==> config.mk <==
export PLATFORM = sky130hd
export DESIGN_NAME = jacobi_iter_ctrl
export DESIGN_NICKNAME = d
export VERILOG_FILES = /design/src/rtl/jacobi_iter_ctrl.sv
export SDC_FILE = /design/constraint.sdc
export NUM_CORES = 1
export LEC_CHECK = 0
export ABC_CLOCK_PERIOD_IN_PS = 3900
export CAP_MARGIN = 10
export CORE_MARGIN = 1
export CORE_UTILIZATION = 40
export DETAILED_ROUTE_END_ITERATION = 10
export GPL_TIMING_DRIVEN = 0
export PLACE_DENSITY = 0.64
export SYNTH_ARGS = -nofsm -noshare
export SYNTH_HDL_FRONTEND = slang
export SYNTH_SLANG_ARGS = --single-unit
==> constraint.sdc <==
create_clock -name clk -period 3.9 [get_ports clk]
set_input_delay 0.975 -clock clk [delete_from_list [all_inputs] [get_ports clk]]
set_output_delay 0.975 -clock clk [all_outputs]
set_load 0.02 [all_outputs]
==> src/rtl/jacobi_iter_ctrl.sv <==
// Iteration controller for the two-lane digit-serial Jacobi core: feeds x0/x1 MSD-first,
// collects the core's output digits and loops them back for a commanded number of iterations.
module jacobi_iter_ctrl #(
  parameter int DIGITS = 16,
  parameter int ITER_W = 8
) (
  input  logic                clk,
  input  logic                rstn,
  input  logic                cmd_start,
  input  logic [ITER_W-1:0]   cmd_iters,
  input  logic                cmd_abort,
  input  logic [2*DIGITS-1:0] x0_init,
  input  logic [2*DIGITS-1:0] x1_init,
  output logic                busy,
  output logic                done,
  output logic                err,
  output logic [ITER_W-1:0]   iter_cnt,
  output logic [2*DIGITS-1:0] res_x0,
  output logic [2*DIGITS-1:0] res_x1,
  output logic [2:0]          start_in_0,
  output logic                start_valid_0,
  input  logic                start_ready_0,
  output logic [2:0]          start_in_1,
  output logic                start_valid_1,
  input  logic                start_ready_1,
  input  logic [2:0]          end_out_0,
  input  logic                end_valid_0,
  output logic                end_ready_0,
  input  logic [2:0]          end_out_1,
  input  logic                end_valid_1,
  output logic                end_ready_1
);

  localparam int VW    = 2 * DIGITS;
  localparam int IDX_W = $clog2(DIGITS + 1);
  localparam logic [IDX_W-1:0] LAST_IDX = IDX_W'(DIGITS - 1);
  localparam logic [IDX_W-1:0] FULL_IDX = IDX_W'(DIGITS);

  typedef enum logic [1:0] {S_IDLE, S_RUN, S_UPDATE, S_DONE} state_t;

  state_t            r_state;
  logic [ITER_W-1:0] r_iters;
  logic [VW-1:0]     r_feed     [2];
  logic [VW-1:0]     r_col      [2];
  logic [IDX_W-1:0]  r_feed_idx [2];
  logic [IDX_W-1:0]  r_col_idx  [2];
  logic [1:0]        r_sv;
  logic [1:0]        r_fed;
  logic [1:0]        r_colled;

  logic              w_run;
  logic              w_end_rdy;
  logic [1:0]        w_ready;
  logic [1:0]        w_ev;
  logic [2:0]        w_end [2];
  logic [1:0]        w_feed_acc;
  logic [1:0]        w_feed_last;
  logic [1:0]        w_col_acc;
  logic [1:0]        w_col_last;
  logic [1:0]        w_len_err;
  logic [1:0]        w_fed_n;
  logic [1:0]        w_colled_n;
  logic [ITER_W-1:0] w_iter_next;

  assign w_run       = (r_state == S_RUN);
  assign w_end_rdy   = (r_state == S_IDLE) || w_run;
  assign w_ready     = {start_ready_1, start_ready_0};
  assign w_ev        = {end_valid_1, end_valid_0};
  assign w_end[0]    = end_out_0;
  assign w_end[1]    = end_out_1;
  assign w_iter_next = iter_cnt + ITER_W'(1);

  assign start_in_0    = {r_feed_idx[0] == LAST_IDX, r_feed[0][VW-1 -: 2]};
  assign start_in_1    = {r_feed_idx[1] == LAST_IDX, r_feed[1][VW-1 -: 2]};
  assign start_valid_0 = r_sv[0];
  assign start_valid_1 = r_sv[1];
  assign end_ready_0   = w_end_rdy;
  assign end_ready_1   = w_end_rdy;

  // "Next" fed/collected flags let RUN leave on the very cycle the final last digit lands.
  always_comb begin
    // NOTE: every always_comb output gets a default first so no path can infer a latch.
    w_feed_acc  = '0;
    w_feed_last = '0;
    w_col_acc   = '0;
    w_col_last  = '0;
    w_len_err   = '0;
    for (int l = 0; l < 2; l++) begin
      w_feed_acc[l]  = w_run & r_sv[l] & w_ready[l];
      w_feed_last[l] = w_feed_acc[l] & (r_feed_idx[l] == LAST_IDX);
      w_col_acc[l]   = w_run & w_ev[l];
      w_col_last[l]  = w_col_acc[l] & w_end[l][2];
      w_len_err[l]   = w_col_acc[l] & ((r_col_idx[l] >= FULL_IDX) |
                                       (w_end[l][2] & (r_col_idx[l] != LAST_IDX)));
    end
    w_fed_n    = r_fed | w_feed_last;
    w_colled_n = r_colled | w_col_last;
  end

  // NOTE: sequential state uses non-blocking assignments only, so every read sees pre-edge values.
  always_ff @(posedge clk) begin
    if (!rstn) begin
      r_state  <= S_IDLE;
      r_iters  <= '0;
      r_sv     <= '0;
      r_fed    <= '0;
      r_colled <= '0;
      busy     <= 1'b0;
      done     <= 1'b0;
      err      <= 1'b0;
      iter_cnt <= '0;
      res_x0   <= '0;
      res_x1   <= '0;
      // NOTE: the vector arrays are plain flops, not RAM, so they take the reset like any other state.
      for (int l = 0; l < 2; l++) begin
        r_feed[l]     <= '0;
        r_col[l]      <= '0;
        r_feed_idx[l] <= '0;
        r_col_idx[l]  <= '0;
      end
    end else begin
      done <= 1'b0;
      if (cmd_abort && (r_state == S_RUN || r_state == S_UPDATE)) begin
        r_sv    <= '0;
        busy    <= 1'b0;
        r_state <= S_IDLE;
      end else begin
        case (r_state)
          S_IDLE: begin
            if (cmd_start && !cmd_abort) begin
              r_iters  <= cmd_iters;
              iter_cnt <= '0;
              err      <= 1'b0;
              r_fed    <= '0;
              r_colled <= '0;
              for (int l = 0; l < 2; l++) begin
                r_col[l]      <= '0;
                r_feed_idx[l] <= '0;
                r_col_idx[l]  <= '0;
              end
              if (cmd_iters == '0) begin
                res_x0  <= x0_init;
                res_x1  <= x1_init;
                done    <= 1'b1;
                r_state <= S_DONE;
              end else begin
                r_feed[0] <= x0_init;
                r_feed[1] <= x1_init;
                r_sv      <= 2'b11;
                busy      <= 1'b1;
                r_state   <= S_RUN;
              end
            end
          end

          S_RUN: begin
            for (int l = 0; l < 2; l++) begin
              if (w_feed_acc[l]) begin
                r_feed_idx[l] <= r_feed_idx[l] + IDX_W'(1);
                r_feed[l]     <= {r_feed[l][VW-3:0], 2'b00};
                if (w_feed_last[l]) r_sv[l] <= 1'b0;
              end
              if (w_col_acc[l]) begin
                for (int k = 0; k < DIGITS; k++) begin
                  if (r_col_idx[l] == IDX_W'(k)) r_col[l][VW-1-2*k -: 2] <= w_end[l][1:0];
                end
                // Saturate so overlong streams keep flagging instead of wrapping onto digit 0.
                if (r_col_idx[l] != FULL_IDX) r_col_idx[l] <= r_col_idx[l] + IDX_W'(1);
              end
            end
            r_fed    <= w_fed_n;
            r_colled <= w_colled_n;
            if (|w_len_err) err <= 1'b1;
            if (&w_colled_n) begin
              r_sv    <= '0;
              r_state <= S_UPDATE;
              if (!(&w_fed_n)) err <= 1'b1;
            end
          end

          S_UPDATE: begin
            r_feed[0] <= r_col[0];
            r_feed[1] <= r_col[1];
            res_x0    <= r_col[0];
            res_x1    <= r_col[1];
            iter_cnt  <= w_iter_next;
            r_fed     <= '0;
            r_colled  <= '0;
            for (int l = 0; l < 2; l++) begin
              r_col[l]      <= '0;
              r_feed_idx[l] <= '0;
              r_col_idx[l]  <= '0;
            end
            if (w_iter_next == r_iters) begin
              done    <= 1'b1;
              busy    <= 1'b0;
              r_state <= S_DONE;
            end else begin
              r_sv    <= 2'b11;
              r_state <= S_RUN;
            end
          end

          S_DONE:  r_state <= S_IDLE;
          default: r_state <= S_IDLE;
        endcase
      end
    end
  end

endmodule

Yosys cells after proc, flatten, opt, wreduce, memory -nomap -nowiden

Memories as Yosys holds them, arrays and structs flattened.
Cells that the tools add are included.

Register bits: 91
Latch bits: 0
Memory bits (writable): 148
ROM bits: 0
Bits of input ports: 86
Output and inout bits: 85
Logic and storage cells: 554
Memories: 4

Memory list:

| name       | depth | bits a word | rd ports | clocked after Yosys merged registers in | wr ports | RTL line | RTL |
|---|---|---|---|---|---|---|---|
| r_col      | 2     | 32          | 2        | 0                                       | 2        | 44       | `logic [VW-1:0] r_col [2];` |
| r_feed     | 2     | 32          | 2        | 0                                       | 2        | 43       | `logic [VW-1:0] r_feed [2];` |
| r_col_idx  | 2     | 5           | 2        | 0                                       | 2        | 46       | `logic [IDX_W-1:0] r_col_idx [2];` |
| r_feed_idx | 2     | 5           | 2        | 0                                       | 2        | 45       | `logic [IDX_W-1:0] r_feed_idx [2];` |

Add/subtract/negate cells: 5
Multipliers: 0
Div/mod/pow operators: 0
$lt $le $gt $ge: 2
Equal/unequal tests: 50
Shifts and indexed selects: 0
Muxes and demuxes: 352
Bitwise logic cells: 104
Reduce and logical (&&, ||, !) cells: 25

Operators with widths:

| operator                                                        | count |
|---|---|
| 32-bit 2-to-1 mux                                               | 12 |
| 1-bit 2-to-1 mux                                                | 244 |
| 2-bit 2-to-1 mux                                                | 73 |
| 32-bit one-hot mux with 2 select lines                          | 2 |
| 5-bit by 4-bit == test with 1-bit output, second input constant | 18 |
| 1-bit OR                                                        | 86 |
| 5-bit 2-to-1 mux                                                | 12 |
| 5-bit by 3-bit == test with 1-bit output, second input constant | 8 |
| 5-bit by 1-bit adder with 5-bit output, second input constant   | 4 |
| 5-bit by 2-bit == test with 1-bit output, second input constant | 4 |
| 2-bit one-hot mux with 3 select lines                           | 3 |
| 8-bit one-hot mux with 2 select lines                           | 1 |
| 1-bit AND                                                       | 14 |
| 3-bit by 1-bit != test with 1-bit output, second input constant | 4 |
| 3-bit AND reduction                                             | 4 |
| 6-bit AND reduction                                             | 2 |
| 5-bit by 1-bit == test with 1-bit output, second input constant | 2 |
| 5-bit >= comparator, second input constant                      | 2 |
| 5-bit logical NOT                                               | 2 |
| 5-bit by 4-bit != test with 1-bit output, second input constant | 2 |
| 5-bit != test, second input constant                            | 2 |
| 8-bit by 1-bit adder with 8-bit output, second input constant   | 1 |
| 8-bit == test                                                   | 1 |
| 8-bit logical NOT                                               | 1 |
| other kinds (18)                                                | 34 |

Logic depth before layout (Yosys ltp)

Depth in word-level cells: 10
Gate-level depth with buffers: 11
Gate-level depth less buffers: 9

Worst setup path after synthesis

OpenSTA, ideal clock, no wires.

Path kind: input -> register
From: input rstn
To: memory r_feed[0][0] (netlist name), enable pin
Library setup time: 389 ps
Arrival: 2466 ps
Required time: 3511 ps
Slack: 1045 ps
Cell stages on the path: 6
Buffers on the path: 3
Cell sequence: buf_4 a21boi_1 buf_2 buf_2 o21ai_0 nand2_1

RTL lines:

| what        | RTL line | RTL |
|---|---|---|
| from (decl) | 8        | `input logic rstn,` |
| to (decl)   | 43       |  |

==> flow_metrics.tcl <==
set metrics [dict create \
    status "finished, final reports clean" \
    synth_flop_cell "dfxtp_1" \
    cts_tree "built" \
    ir_drop_v 0.000292 \
    drc 0 \
    seqCellArea_sq_um 5630 \
    cts_num_sinks 239 \
    post_cts_buffers 0 \
    cp.arrival_ps 3720 \
    grt_pass1_wl_mm 49.6 \
    crit_family "buffers and inverters" \
    grt_util_all_layers_pct 21.6 \
    dr.pass1.iters 9 \
    r2r_setup_slack_ps 410 \
    synth-edff-count 84 \
    grt_pass1_vias 9141 \
    yosysWarningCount 0 \
    slowest_stage "nand2_1" \
    num-fill-cells 2560 \
    timing.fmax_ghz 0.286 \
    critPathMaxStageDelay_ps 620 \
    postSynthAreaPerCell_sq_um 9.87 \
    dpl.hpwl_mm 23.3 \
    place_congestion 0.852 \
    ys_types 62 \
    multi_input_area_sq_um 5010 \
    numCtsBuffers 27 \
    syn_to_final_growth_pct 26.8 \
    core.rowCount 61 \
    fin_skew_ps 7.59 \
    synthArstFlopShare_pct 0 \
    clock_latency_ps 520 \
    final_cell_mix "clkdlybuf4s50_1 (165), nand2_1 (159), dfxtp_1 (155)" \
    end_kind "flop" \
    htreeDepth 1 \
    setup_tns_ps 0 \
    slew_headroom_pct 30.3 \
    startpoint_type "flop" \
    start_util_pct 40.8 \
    die_w_microns 171 \
    rsz0062_at_grt "no" \
    synthCells 1152 \
    synth-seq-area-share_pct 49.5 \
    die_height_microns 171 \
    powerDensity_nw_per_um2 530 \
    grt_antenna_before_repair 2 \
    power_uw 7640 \
    portBuffers 165 \
    hold_buffers 0 \
    avgViaCountPerCell 5.48 \
    num_io_pins 171 \
    fp.dieArea_sq_um 29100 \
    maxCapViolCount 0 \
    critical_path_required_ps 4130 \
    hold_viol_final 0 \
    layout-drive-gt1-share_pct 7.82 \
    cts_resized 0 \
    coreArea_sq_um 27900 \
    nets 1454 \
    setup_violations 0 \
    wl_per_cell_microns 18.2 \
    final_common_cell "clkdlybuf4s50_1" \
    antenna_cells 0 \
    grt_remaining_overflow 0 \
    cp_cell_sequence "inv_1, ha_1, clkbuf_1, buf_2, buf_2, o21ai_0, nand2_1, buf_16" \
    criticalPathCategory "flop to flop" \
    maxSlewViolCount 0 \
    path_clk_slew_ps 60 \
    grt_max_degree 23 \
    dr.first_iter.drc_count 916 \
    post-route-min-period_ps 3490 \
    worst-slew-pin-transition_ps 1040 \
    clockRootBuffer "clkbuf_16" \
    finalCritPeriodShare_pct 89.6 \
    syn_nets 1258 \
    p_leak_uw 0.00626 \
    final_antenna_net_count 0 \
    crit_top_cell "buf_2" \
    routed_wl_mm 31.8 \
    cts_max_path_buffers 3 \
    ys_seq_elements 239 \
    cp_num_buf_inv 5 \
    vias 9573 \
    hp-class "flop to flop" \
    syn-cell-area_sq_um 11400 \
    worstPathMaxFanout 17 \
]
[path summary, 6_finish.rpt]
| kind | endpoint | depth (start not counted) | start |
|---|---|---|---|
| worst max register to register | r_feed[0][30] | 8 | r_state[0] |
| worst min register to register | r_fed[1] | 2 | r_fed[1] |
| worst max-delay path | r_feed[0][30] | 8 | r_state[0] |
| worst min-delay path | r_fed[1] | 2 | r_fed[1] |
[registers in the layout, indices dropped and copies added (netlist names), 8 cells and up]
register,count
r_col,64
r_feed,64
res_x1,32
r_iters,8
r_feed_idx,10
iter_cnt,8
res_x0,32
r_col_idx,10
[tightest hold or removal path, stage by stage (launching register included)]
cell,delay (ps)
dfxtp_1,310
inv_1,50
a21oi_1,50
[per-stage QoR]
step | worst slack, ps | utilization, % | hold WS [ps] | cell area [sq um] | std cells
6_report | 407 | 51.7 | 465 | 14400 | 1746
5_1_grt | 242 | 51.7 | 493 | 14400 | 1746
4_1_cts | 417 | 51.7 | 457 | 14400 | 1746
3_5_place_dp | -3.50 | 48.6 | 448 | 13500 | 1697
3_3_place_gp | -60.0 | 48.4 | 438 | 13500 | 1695
2_1_floorplan | 1040 | - | 426 | 11400 | 1152
[cells in the mapped netlist, drive strengths merged, types with 20 or more instances]
library cell	n	area share, %
a21oi	64	2.9
a222oi	60	5.3
buf	47	2.2
clkbuf	49	1.6
dfxtp	155	27
edfxtp	84	22
ha	20	2.2
inv	79	2.6
mux2i	84	7.4
nand2	159	5.2
nand3	89	4.0
nor2	47	1.6
o211a	64	5.6
o21ai	24	1.2
[per-layer routing]
| layer | up-vias | part of all wire (%) | global-route usage, % |
|---|---|---|---|
| met5 | - | 0.044 | 0 |
| met4 | 2 | 1.6 | 4.54 |
| met3 | 38 | 6.4 | 4.16 |
| met2 | 266 | 48 | 36.8 |
| met1 | 4648 | 44 | 28.4 |
| li1 | 4619 | - | - |
[power by group]
group	total (uW)	switching, uW	internal (uW)
clock network	2470	998	1470
logic	2010	1190	820
registers	3160	185	2980
total	7640	2380	5270
[area by class of cell]
class,instances,area share [%]
inverters,79,2.06
clock inverters,11,0.529
well taps,378,3.28
repair buffers,167,11.8
multi-input cells,738,34.8
flip-flops and latches,239,39.0
clock buffers,38,5.48
plain buffers,96,3.03
[kinds of logic (layout without fill, tap and decap cells)]
family	count (synthesis)	count (layout)	share of synthesized area, %
compound gates	260	260	18.5
xor+xnor	14	14	1.08
fa+ha+maj	20	20	2.20
buf+inv	175	391	6.45
flops	239	239	49.5
mux	84	84	7.40
simple gates	360	360	14.9
Power figures use the tool's default switching activity.
